## src/rtl/avmm_eval_sequencer_pkg.sv

```systemverilog
// eval_seq_pkg: shared definitions for the AVMM evaluation sequencer.
//   - protocol vid constants (12-bit, packed into the low address bits)
//   - cmd_op_t     : host command opcodes
//   - rsp_status_t : response status codes
//   - pack_addr()  : builds the slave address {2'b00, mid, vid}
package eval_seq_pkg;

    localparam logic [11:0] VID_THERE_ARE_UPDATES = 12'd8;
    localparam logic [11:0] VID_APPLY             = 12'd9;
    localparam logic [11:0] VID_DROP              = 12'd10;
    localparam logic [11:0] VID_TASK_ID           = 12'd11;
    localparam logic [11:0] VID_CONTINUE          = 12'd12;
    localparam logic [11:0] VID_RESET             = 12'd13;
    localparam logic [11:0] VID_DONE              = 12'd14;
    localparam logic [11:0] VID_OPEN_LOOP         = 12'd15;

    typedef enum logic [1:0] {
        OP_STEP      = 2'd0,
        OP_RESUME    = 2'd1,
        OP_ABORT     = 2'd2,
        OP_OPEN_LOOP = 2'd3
    } cmd_op_t;

    typedef enum logic [1:0] {
        ST_DONE    = 2'd0,
        ST_TASK    = 2'd1,
        ST_TIMEOUT = 2'd2,
        ST_ABORTED = 2'd3
    } rsp_status_t;

    function automatic logic [15:0] pack_addr(input logic [1:0] mid, input logic [11:0] vid);
        return {2'b00, mid, vid};
    endfunction

endpackage

```

## src/rtl/avmm_eval_sequencer_xfer.sv

```systemverilog
// avmm_single_xfer: issues one Avalon-MM read or write at a time.
//   Parameters: GAP - idle cycles forced after each access (minimum 1).
//   Ports:
//     clk, reset          clock, asynchronous active-low reset
//     start               one-cycle request, honoured only while idle=1
//     is_write/addr/wdata access description, sampled with start
//     idle                ready for a new start (gap elapsed)
//     done, rdata         one-cycle completion pulse with captured readdata
//     m_*                 Avalon-MM master signals (registered)
// Strobes drop on the cycle after waitrequest is seen low; the slave
// edge-detects write strobes, so the gap guarantees a clean falling edge.
module avmm_single_xfer
    import eval_seq_pkg::*;
#(
    parameter int unsigned GAP = 1
) (
    input  logic        clk,
    input  logic        reset,
    input  logic        start,
    input  logic        is_write,
    input  logic [15:0] addr,
    input  logic [31:0] wdata,
    output logic        idle,
    output logic        done,
    output logic [31:0] rdata,
    output logic [15:0] m_address,
    output logic        m_read,
    output logic        m_write,
    output logic [31:0] m_writedata,
    input  logic [31:0] m_readdata,
    input  logic        m_waitrequest
);

    typedef enum logic [1:0] {
        X_IDLE,
        X_BUS,
        X_GAP
    } xstate_t;

    xstate_t     xs;
    logic [15:0] gap_cnt;

    assign idle = (xs == X_IDLE);

    always_ff @(posedge clk or negedge reset) begin
        if (!reset) begin
            xs          <= X_IDLE;
            gap_cnt     <= '0;
            done        <= 1'b0;
            rdata       <= '0;
            m_address   <= '0;
            m_read      <= 1'b0;
            m_write     <= 1'b0;
            m_writedata <= '0;
        end else begin
            done <= 1'b0;
            case (xs)
                X_IDLE: begin
                    if (start) begin
                        m_address   <= addr;
                        m_writedata <= is_write ? wdata : '0;
                        m_write     <= is_write;
                        m_read      <= !is_write;
                        xs          <= X_BUS;
                    end
                end
                X_BUS: begin
                    if (!m_waitrequest) begin
                        m_read  <= 1'b0;
                        m_write <= 1'b0;
                        rdata   <= m_readdata;
                        done    <= 1'b1;
                        gap_cnt <= 16'(GAP - 1);
                        xs      <= X_GAP;
                    end
                end
                X_GAP: begin
                    if (gap_cnt == '0) begin
                        xs <= X_IDLE;
                    end else begin
                        gap_cnt <= gap_cnt - 16'd1;
                    end
                end
                default: xs <= X_IDLE;
            endcase
        end
    end

endmodule

```

## src/rtl/avmm_eval_sequencer.sv

```systemverilog
// avmm_eval_sequencer: runs the program-logic evaluation protocol for one
// module id per command and returns a single response.
//   Parameters: MAX_ITERS - CONTINUE limit per command (watchdog builds only)
//               GAP       - idle cycles between bus accesses (minimum 1)
//   Ports:
//     clk, reset                        clock, asynchronous active-low reset
//     cmd_valid/cmd_ready               command handshake
//     cmd_op, cmd_mid, cmd_arg          opcode, module id, OPEN_LOOP count
//     rsp_valid                         one-cycle response pulse
//     rsp_status, rsp_task, rsp_iters   response fields (held until next)
//     m_address, m_read, m_write,
//     m_writedata, m_readdata,
//     m_waitrequest                     Avalon-MM master to the slave
//   Build option: EVAL_SEQ_TIMEOUT_EN enables the MAX_ITERS watchdog.
module avmm_eval_sequencer
    import eval_seq_pkg::*;
#(
    parameter int unsigned MAX_ITERS = 1024,
    parameter int unsigned GAP       = 1
) (
    input  logic        clk,
    input  logic        reset,
    input  logic        cmd_valid,
    output logic        cmd_ready,
    input  logic [1:0]  cmd_op,
    input  logic [1:0]  cmd_mid,
    input  logic [31:0] cmd_arg,
    output logic        rsp_valid,
    output logic [1:0]  rsp_status,
    output logic [31:0] rsp_task,
    output logic [15:0] rsp_iters,
    output logic [15:0] m_address,
    output logic        m_read,
    output logic        m_write,
    output logic [31:0] m_writedata,
    input  logic [31:0] m_readdata,
    input  logic        m_waitrequest
);

`ifdef EVAL_SEQ_TIMEOUT_EN
    localparam bit TIMEOUT_EN = 1'b1;
`else
    localparam bit TIMEOUT_EN = 1'b0;
`endif

    typedef enum logic [3:0] {
        S_IDLE,
        S_CONT,
        S_RD_DONE,
        S_RD_TASK,
        S_RD_UPD,
        S_APPLY,
        S_OL_WR,
        S_OL_RD,
        S_AB_RST,
        S_AB_DROP,
        S_GAP,
        S_RESP
    } state_t;

    state_t      state;
    state_t      gap_ret;
    logic        issued;
    logic [1:0]  mid_q;
    logic [31:0] arg_q;
    logic [15:0] iters;

    logic        x_start;
    logic        x_is_write;
    logic [15:0] x_addr;
    logic [31:0] x_wdata;
    logic        x_idle;
    logic        x_done;
    logic [31:0] x_rdata;

    logic [11:0] acc_vid;
    logic        acc_write;
    logic [31:0] acc_wdata;

    // Access issued by each bus state.
    always_comb begin
        acc_vid   = VID_CONTINUE;
        acc_write = 1'b0;
        acc_wdata = '0;
        case (state)
            S_CONT:    begin acc_vid = VID_CONTINUE;  acc_write = 1'b1; end
            S_RD_DONE: acc_vid = VID_DONE;
            S_RD_TASK: acc_vid = VID_TASK_ID;
            S_RD_UPD:  acc_vid = VID_THERE_ARE_UPDATES;
            S_APPLY:   begin acc_vid = VID_APPLY;     acc_write = 1'b1; end
            S_OL_WR:   begin acc_vid = VID_OPEN_LOOP; acc_write = 1'b1; acc_wdata = arg_q; end
            S_OL_RD:   acc_vid = VID_OPEN_LOOP;
            S_AB_RST:  begin acc_vid = VID_RESET;     acc_write = 1'b1; end
            S_AB_DROP: begin acc_vid = VID_DROP;      acc_write = 1'b1; end
            default:   ;
        endcase
    end

    // Bus states share one pattern: issue once when the transfer engine is
    // idle, wait for done, then either respond or park in S_GAP with the
    // next state in gap_ret until the engine's gap has elapsed.
    always_ff @(posedge clk or negedge reset) begin
        if (!reset) begin
            state      <= S_IDLE;
            gap_ret    <= S_IDLE;
            issued     <= 1'b0;
            mid_q      <= '0;
            arg_q      <= '0;
            iters      <= '0;
            x_start    <= 1'b0;
            x_is_write <= 1'b0;
            x_addr     <= '0;
            x_wdata    <= '0;
            cmd_ready  <= 1'b0;
            rsp_valid  <= 1'b0;
            rsp_status <= '0;
            rsp_task   <= '0;
            rsp_iters  <= '0;
        end else begin
            x_start   <= 1'b0;
            rsp_valid <= 1'b0;
            case (state)
                S_IDLE: begin
                    if (cmd_valid && cmd_ready) begin
                        cmd_ready <= 1'b0;
                        mid_q     <= cmd_mid;
                        arg_q     <= cmd_arg;
                        iters     <= '0;
                        case (cmd_op_t'(cmd_op))
                            OP_ABORT:     state <= S_AB_RST;
                            OP_OPEN_LOOP: state <= S_OL_WR;
                            default:      state <= S_CONT;
                        endcase
                    end else begin
                        cmd_ready <= 1'b1;
                    end
                end
                S_GAP: begin
                    if (x_idle) begin
                        state <= gap_ret;
                    end
                end
                S_RESP: begin
                    state     <= S_IDLE;
                    cmd_ready <= 1'b1;
                end
                default: begin
                    if (!issued) begin
                        if (TIMEOUT_EN && state == S_CONT && 32'(iters) == MAX_ITERS) begin
                            state      <= S_RESP;
                            rsp_valid  <= 1'b1;
                            rsp_status <= ST_TIMEOUT;
                            rsp_task   <= '0;
                            rsp_iters  <= iters;
                        end else if (x_idle) begin
                            x_start    <= 1'b1;
                            issued     <= 1'b1;
                            x_addr     <= pack_addr(mid_q, acc_vid);
                            x_is_write <= acc_write;
                            x_wdata    <= acc_wdata;
                        end
                    end else if (x_done) begin
                        issued <= 1'b0;
                        state  <= S_GAP;
                        case (state)
                            S_CONT: begin
                                iters   <= (iters == 16'hFFFF) ? iters : iters + 16'd1;
                                gap_ret <= S_RD_DONE;
                            end
                            S_RD_DONE: gap_ret <= x_rdata[0] ? S_RD_UPD : S_RD_TASK;
                            S_RD_TASK: begin
                                if (x_rdata != '0) begin
                                    state      <= S_RESP;
                                    rsp_valid  <= 1'b1;
                                    rsp_status <= ST_TASK;
                                    rsp_task   <= x_rdata;
                                    rsp_iters  <= iters;
                                end else begin
                                    gap_ret <= S_CONT;
                                end
                            end
                            S_RD_UPD: begin
                                if (x_rdata != '0) begin
                                    gap_ret <= S_APPLY;
                                end else begin
                                    state      <= S_RESP;
                                    rsp_valid  <= 1'b1;
                                    rsp_status <= ST_DONE;
                                    rsp_task   <= '0;
                                    rsp_iters  <= iters;
                                end
                            end
                            S_APPLY:  gap_ret <= S_CONT;
                            S_OL_WR:  gap_ret <= S_OL_RD;
                            S_OL_RD:  gap_ret <= (x_rdata == '0) ? S_RD_UPD : S_OL_RD;
                            S_AB_RST: gap_ret <= S_AB_DROP;
                            S_AB_DROP: begin
                                state      <= S_RESP;
                                rsp_valid  <= 1'b1;
                                rsp_status <= ST_ABORTED;
                                rsp_task   <= '0;
                                rsp_iters  <= iters;
                            end
                            default: state <= S_IDLE;
                        endcase
                    end
                end
            endcase
        end
    end

    avmm_single_xfer #(
        .GAP(GAP)
    ) u_xfer (
        .clk          (clk),
        .reset        (reset),
        .start        (x_start),
        .is_write     (x_is_write),
        .addr         (x_addr),
        .wdata        (x_wdata),
        .idle         (x_idle),
        .done         (x_done),
        .rdata        (x_rdata),
        .m_address    (m_address),
        .m_read       (m_read),
        .m_write      (m_write),
        .m_writedata  (m_writedata),
        .m_readdata   (m_readdata),
        .m_waitrequest(m_waitrequest)
    );

endmodule
```

## config.mk

```make
export PLATFORM = sky130hd
export DESIGN_NAME = avmm_eval_sequencer
export DESIGN_NICKNAME = d
export VERILOG_FILES = /design/src/rtl/avmm_eval_sequencer_pkg.sv /design/src/rtl/avmm_eval_sequencer_xfer.sv /design/src/rtl/avmm_eval_sequencer.sv
export SDC_FILE = /design/constraint.sdc
export NUM_CORES = 1
export LEC_CHECK = 0
export CORE_MARGIN = 1
export CORE_UTILIZATION = 40
export CTS_BUF_LIST = sky130_fd_sc_hd__clkbuf_8 sky130_fd_sc_hd__clkbuf_16
export DETAILED_ROUTE_END_ITERATION = 8
export DONT_BUFFER_PORTS = 1
export PLACE_DENSITY = 0.53
export SLEW_MARGIN = 20
export SYNTH_ARGS = -nofsm -noshare
export SYNTH_HDL_FRONTEND = slang
export SYNTH_SLANG_ARGS = --single-unit
```

## constraint.sdc

```tcl
create_clock -name clk -period 3.3 [get_ports clk]
set_input_delay 0.33 -clock clk [delete_from_list [all_inputs] [get_ports clk]]
set_output_delay 0.33 -clock clk [all_outputs]
set_load 0.02 [all_outputs]
```

==> results of run 1 <==
-- metrics by stage --
| stage | worst slack (ps) | hold WS [ps] | std cells | util [%] | cell area (µm²) |
|---|---|---|---|---|---|
| 2_1_floorplan | 1120 | 34.4 | 1046 | - | 10200 |
| 3_3_place_gp | 616 | 45.0 | 1325 | 41.6 | 10400 |
| 3_5_place_dp | 538 | 43.3 | 1325 | 41.6 | 10400 |
| 4_1_cts | 530 | -521 | 1438 | 47.7 | 12000 |
| 5_1_grt | 305 | -518 | 1438 | 47.7 | 12000 |
| 6_report | 527 | -485 | 1438 | 47.7 | 12000 |
-- critical path: cells and delay by family (launching register included) --
| kind | cells | cell delay, ps |
|---|---|---|
| multiplexers | 1 | 330 |
| buffers and inverters | 1 | 380 |
| AO/OA/AOI/OAI | 1 | 200 |
| flip-flops | 1 | 410 |
| AND/OR/NAND/NOR | 4 | 1380 |
-- where the power goes --
group	internal (mW)	switching (mW)	total [mW]
Combinational	0.0541	0.0261	0.0802
Clock	1.78	1.17	2.95
Sequential	2.97	0	2.97
Total	4.80	1.19	5.99
-- sequential cells by signal (all words and copies together) (netlist names), 16 cells and up --
| name | count |
|---|---|
| u_xfer.rdata | 32 |
| rsp_task | 32 |
| x_wdata | 32 |
| rsp_iters | 16 |
| u_xfer.gap_cnt | 16 |
| arg_q | 32 |
| u_xfer.m_writedata | 32 |
| iters | 16 |
-- final timing paths --
kind,start,to,depth (start not counted)
max,u_xfer.rdata[16]$_DFFE_PN0P_,rsp_task[17]$_DFFE_PN0P_,7
min,reset,u_xfer.m_writedata[27]$_DFFE_PN0P_,0
max reg2reg,u_xfer.rdata[16]$_DFFE_PN0P_,rsp_task[17]$_DFFE_PN0P_,7
min reg2reg,mid_q[0]$_DFFE_PN0P_,x_addr[12]$_DFFE_PN0P_,2
max in group asynchronous,reset,rsp_task[21]$_DFFE_PN0P_,0
min in group clk,cmd_op[1],state[2]$_DFFE_PN0P_,2
-- layout by cell type, fill, tap and decap left out, types with 4 or more instances in the layout --
cell type / count
nand2b_1: 7
clkbuf_8: 7
o21ai_0: 50
xor2_1: 10
buf_4: 16
nor4_1: 11
nand4_1: 9
nor2_1: 50
conb_1: 10
clkbuf_16: 27
or3_1: 4
nor3_1: 12
a22o_1: 33
a21oi_1: 11
dfrtp_1: 242
nand2_1: 368
or4_1: 6
mux2_4: 15
mux2_2: 9
nand3_1: 45
inv_1: 21
mux2i_1: 5
dlygate4sd3_1: 67
xnor2_1: 13
-- metal layers --
layer,global-route usage (%),part of all wire [%],vias to the layer above
li1,-,-,3537
met1,25.6,46,3542
met2,30.4,47,140
met3,3.36,5.1,29
met4,4.67,1.6,0
met5,0,0,-
-- area by class of cell --
class | instances | area (µm²)
clock buffer | 34 | 772
clock inverter | 12 | 98.8
fill | 2392 | 13100
timing repair buffer | 83 | 791
inverter | 13 | 48.8
sequential | 242 | 6060
tap | 330 | 413
multi-input combinational | 724 | 3800
-- cells in the mapped netlist, types with 2 or more instances --
cell type	n	area, µm²
nor3_1	12	60.1
buf_1	10	37.5
nand2b_1	7	43.8
buf_2	9	45.0
a22o_1	33	289
inv_1	12	45.0
mux2i_1	5	50.1
ha_1	3	37.5
nand4_1	9	56.3
nor2b_1	3	18.8
dfrtp_1	242	6060
and4_1	3	26.3
o21ai_0	50	250
or4_1	6	45.0
o31ai_1	3	22.5
xnor2_1	13	114
buf_6	3	33.8
nor2_1	52	195
a21oi_1	11	55.1
nand2_1	369	1390
nor4_1	11	68.8
a211oi_1	2	15.0
o211ai_1	2	15.0
nand3b_1	2	15.0
nor4_2	3	37.5
mux2_4	15	225
buf_4	10	75.1
xor2_1	10	87.6
clkbuf_1	35	131
or3_1	4	25.0
and2_1	3	18.8
and3_1	2	12.5
a32oi_1	2	17.5
or2_2	3	18.8
mux2_2	9	101
nand3_1	46	230
-- cells by family after synthesis --
family	after synthesis	synth area share, %
AND/OR/NAND/NOR	545	23.3
flip-flops	242	59.5
AO/OA/AOI/OAI	114	7.53
buffers and inverters	80	3.65
multiplexers	29	3.70
XOR/XNOR	23	1.98
adder cells (fa/ha/maj)	3	0.369
other	1	0.0368
==> metrics.txt, run 1 <==
Pwr Density between 500 and 600 nW/µm²; Tcrit/Tclk final approximately 84%; share of cells above drive strength 1 8.48%; CP startpoint kind register; hold_ws -485 ps; Post-synth top flop dfrtp_1; Min-Delay Path Class input pin to asynchronous set/reset pin; min Tclk post-route 2770 ps; Ys Warns 0; CTS Sinks around 240; core area between 20000 and 30000 µm²; global-route wire length before repair 39100 µm; crit-path cells nor4_1, nand2_1, nor4_4, mux2i_1, nand2b_4, buf_4, a22o_1; Setup crit end kind register; cts hold-fix bufs between 60 and 70; worst relative slew slack a little under two fifths; Post-synth ARST share 100%; Largest stage delay, worst path 480 ps; Netlist cell types 59; DRC 0; vias in the first global route ~7k; setup violators final 0; worst-skew pair later-pin latency 520 ps; Worst EP arrival 3230 ps; via count just over 7k; initial DRC count 459; die area 26100 µm²; Yosys reg bits 242; maximum vdd drop 0.000317 V; Least-Margin Pin Slew between 900 and 1000 ps; initial core utilization roughly 40%; Pwr Total around 6 mW; Final Max Tran Viols 0; Worst Skew approximately 8 ps; cts repair resizes 0; remaining antenna violation count 0; initial antenna violation count 0; root buffer cell clkbuf_16; FF-to-FF setup slack 530 ps; Diodes inserted 0; CP required about 3800 ps; std cell rows 58; Critical Setup Path Class register to register; Critical-path top delay cell nand2b_4; post-synthesis sequential area ratio between 50% and 60%; Final nets roughly 1.2k; CTS clk-pin slew, worst paths roughly 60 ps; CTS max path bufs 3; die height 162 µm; wire per inst 16.9 µm; GRT Residual Overflow 0; H-tree Lvls 1; IO Pins between 150 and 200; Cell Area, Synth 10200 µm²; Leakage 5.90 nW; final RePlAce weighted congestion roughly 0.83; Total GRT Usage about a fifth; HPWL after DPL 14800 µm; setup TNS 0 ps; Area Growth Syn to Fin 17.7%; CTS tree built; failing checks hold timing; FMAX about 0.36 GHz; Post-synth EDFFs 0; CTS buffer count 27; largest net degree at the start of global routing roughly 240; vias per cell about 5.0; syn_area_per_cell about 9.8 µm²; Mapped Cells 1037; Detailed Routing Iterations Pass 1 5; status finished with violations; Hold Fails Final Rpt around 240; Port Buffer Count 0; Setup Buffers After CTS 0; max-cap viol count 0; unrepaired setup endpoints after global routing no; Worst Path Max Fanout 26; Die Width approximately 160 µm; routed wire length approximately 24000 µm
(Power assumes the default switching activity.)
==> run 2, diff against run 1 <==
PLACE_DENSITY = 0.55   (was 0.53)
clock period = 2.5 ns   (was 3.3 ns; I/O delays follow)
==> run 2 against run 1 <==
The run still ends with hold timing left. Clock-buffer cell count is 1 higher. Non-clock buffer count grew 14. Power increased by 31%. Worst setup slack lost 330 ps. Sequential power grew 32%. Routed wire length down 0.92%. Register-to-register slack got worse by 330 ps. Combinational power increased by 36%. Via count up 0.51%. Fmax up 20%. Critical endpoint is now rsp_iters[5]$_DFFE_PN0P_. Largest cell class unchanged. Highest routed layer unchanged.
==> metrics.txt, run 2 (synthesized netlist as in run 1, its figures left out) <==
status finished with violations; failing checks hold timing; CTS clk-pin slew, worst paths 60 ps (about the same); Final Non-Filler Cells 1452 (+0.97%); Worst EP arrival 2720 ps (-510 ps); remaining antenna violation count 0 (unchanged); max-cap viol count 0 (unchanged); global-route wire length before repair 38900 µm (-0.49%); CTS Sinks 242 (unchanged); Area Growth Syn to Fin 19.4%; maximum vdd drop 0.000451 V (+42%); switching power 1.58 mW (+32%); Comb power frac 1.4% (about the same); Critical Setup Path Class register to register; Hold Fails Final Rpt 242 (unchanged); share of cells above drive strength 1 9.98% (+1.5 points); most frequent cells in the layout nand2_1, dfrtp_1, dlygate4sd3_1; FF/Latch Area 6060 µm² (unchanged); setup TNS 0 ps (unchanged); Worst Skew 12.0 ps (+4.07 ps); dpl cells 1337 (+0.91%); Final nets 1180 (+1.2%); Port Buffer Count 0 (unchanged); hold_ws -564 ps (-79.8 ps); Clk network pwr share 48.8% (-0.4 points); Final Max Tran Viols 0 (unchanged); CP startpoint kind register; routed wire length 24000 µm (-0.92%); via count 7285 (+0.51%); worst-skew pair later-pin latency 530 ps (about the same); Die Width 162 µm (unchanged); Leakage 5.97 nW (+1.2%); Setup Buffers After CTS 0 (unchanged); Pint 6.28 mW (+31%); multi-input logic area 3810 µm² (+0.16%); sw frac 20.1% (+0.15 points); Pwr Density 646 nW/µm² (+29%); min Tclk post-route 2310 ps (-466 ps); IO Pins 174 (unchanged); DRC 0 (unchanged); Detailed Routing Iterations Pass 1 5 (unchanged); Min-Delay Path Class input pin to asynchronous set/reset pin; final RePlAce weighted congestion 0.819 (-1.5%); GRT Residual Overflow 0 (unchanged); core area 25100 µm² (unchanged); Tcrit/Tclk final 92.3% (+8.2 points); root buffer cell clkbuf_16; H-tree Lvls 1 (unchanged); Least-Margin Pin Slew 492 ps (-435 ps); FMAX 0.433 GHz (+20%); CTS max path bufs 3 (unchanged); unrepaired setup endpoints after global routing no; worst relative slew slack 66.9% (+29 points); initial DRC count 510 (+11%); Total GRT Usage 18.5% (-0.18 points); Diodes inserted 0 (unchanged); setup violators final 0 (unchanged); Setup crit end kind register; die height 162 µm (unchanged); die area 26100 µm² (unchanged); CP required 2910 ps (-850 ps); wire per inst 16.5 µm (-1.9%); # fillers 2360 (-1.3%); initial antenna violation count 0 (unchanged); HPWL after DPL 14800 µm (-0.18%); vias per cell 5.02 (-0.46%); largest net degree at the start of global routing 243 (unchanged); cts hold-fix bufs 69 (+3.0%); std cell rows 58 (unchanged); vias in the first global route 7145 (-0.50%); CTS tree built; most common cell after layout, fill and taps aside nand2_1; CTS buffer count 27 (unchanged); register share of total power 49.9% (+0.4 points); Worst Path Max Fanout 15 (-42%); initial core utilization 40.5% (unchanged)
==> run 2: changes by cell type in the layout (fill, tap and decap cells not counted), sizes merged <==
cell / previous run / this run
bufinv: 2 / 1
inv: 21 / 17
clkinvlp: 0 / 1
clkbuf: 34 / 35
clkinv: 2 / 5
dlygate4sd3: 67 / 69
buf: 16 / 28
==> run 2: power groups by stage <==
| stage | logic, mW | clock network (mW) | registers (mW) |
|---|---|---|---|
| floorplan | 0.0273 | 0 | 3.99 |
| detailed placement | 0.0155 | 0 | 3.99 |
| CTS | 0.108 | 3.94 | 3.92 |
| finish | 0.109 | 3.83 | 3.92 |
| global placement | 0.0155 | 0 | 3.99 |
| global route | 0.116 | 4.10 | 3.91 |
==> run 2: final cells by class <==
class,instances,area share (%)
inverter,13,0.401
clock inverter,11,0.700
timing repair buffer,97,7.92
multi-input combinational,724,31.3
tap,330,3.40
clock buffer,35,6.46
sequential,242,49.8
==> run 2: worst paths after layout <==
kind | start | end | slack, ps | cells after the start
max in group asynchronous | reset | iters[5]$_DFFE_PN0P_ | 2700 | 0
worst max register to register | u_xfer.rdata[16]$_DFFE_PN0P_ | rsp_iters[5]$_DFFE_PN0P_ | 190 | 7
min in group clk | cmd_valid | iters[13]$_DFFE_PN0P_ | 70 | 3
worst min register to register | x_wdata[15]$_DFFE_PN0P_ | x_wdata[15]$_DFFE_PN0P_ | 460 | 2
worst min-delay path | reset | u_xfer.m_address[12]$_DFFE_PN0P_ | -560 | 0
worst max-delay path | u_xfer.rdata[16]$_DFFE_PN0P_ | rsp_iters[5]$_DFFE_PN0P_ | 190 | 7
==> run 2: what timing repair did <==
| item | CTS | global route |
|---|---|---|
| hold endpoints to repair | 311 | 242 |
| endpoints found under the setup margin | 0 | 2 |
| resized for setup | 0 | 1 |
==> run 2: stage by stage <==
stage          hold slack, ps  power [mW]  area (µm²)  utilization, %  setup WS (ps)
2_1_floorplan           -45.6        4.02       10200               -            316
3_3_place_gp            -36.5        4.00       10600            42.2            170
3_5_place_dp            -31.3        4.00       10600            42.2            170
4_1_cts                  -589        7.97       12200            48.4            161
5_1_grt                  -588        8.13       12200            48.4           5.78
6_report                 -564        7.86       12200            48.4            193
==> run 2: per-layer routing <==
metal / global-route usage (%) / up-vias / wire (µm)
li1: - / 3576 / -
met1: 25.1 / 3513 / 10900
met2: 30.1 / 153 / 11400
met3: 3.49 / 43 / 1190
met4: 4.97 / 0 / 514
met5: 0 / - / 0
==> run 2: critical path, cell delays in order, from the launching register on <==
cell	delay (ps)
dfrtp_1	400
nor4_1	330
nand2_1	150
nor4_4	370
mux2i_1	270
nand2b_4	180
buf_12	170
mux2_4	310
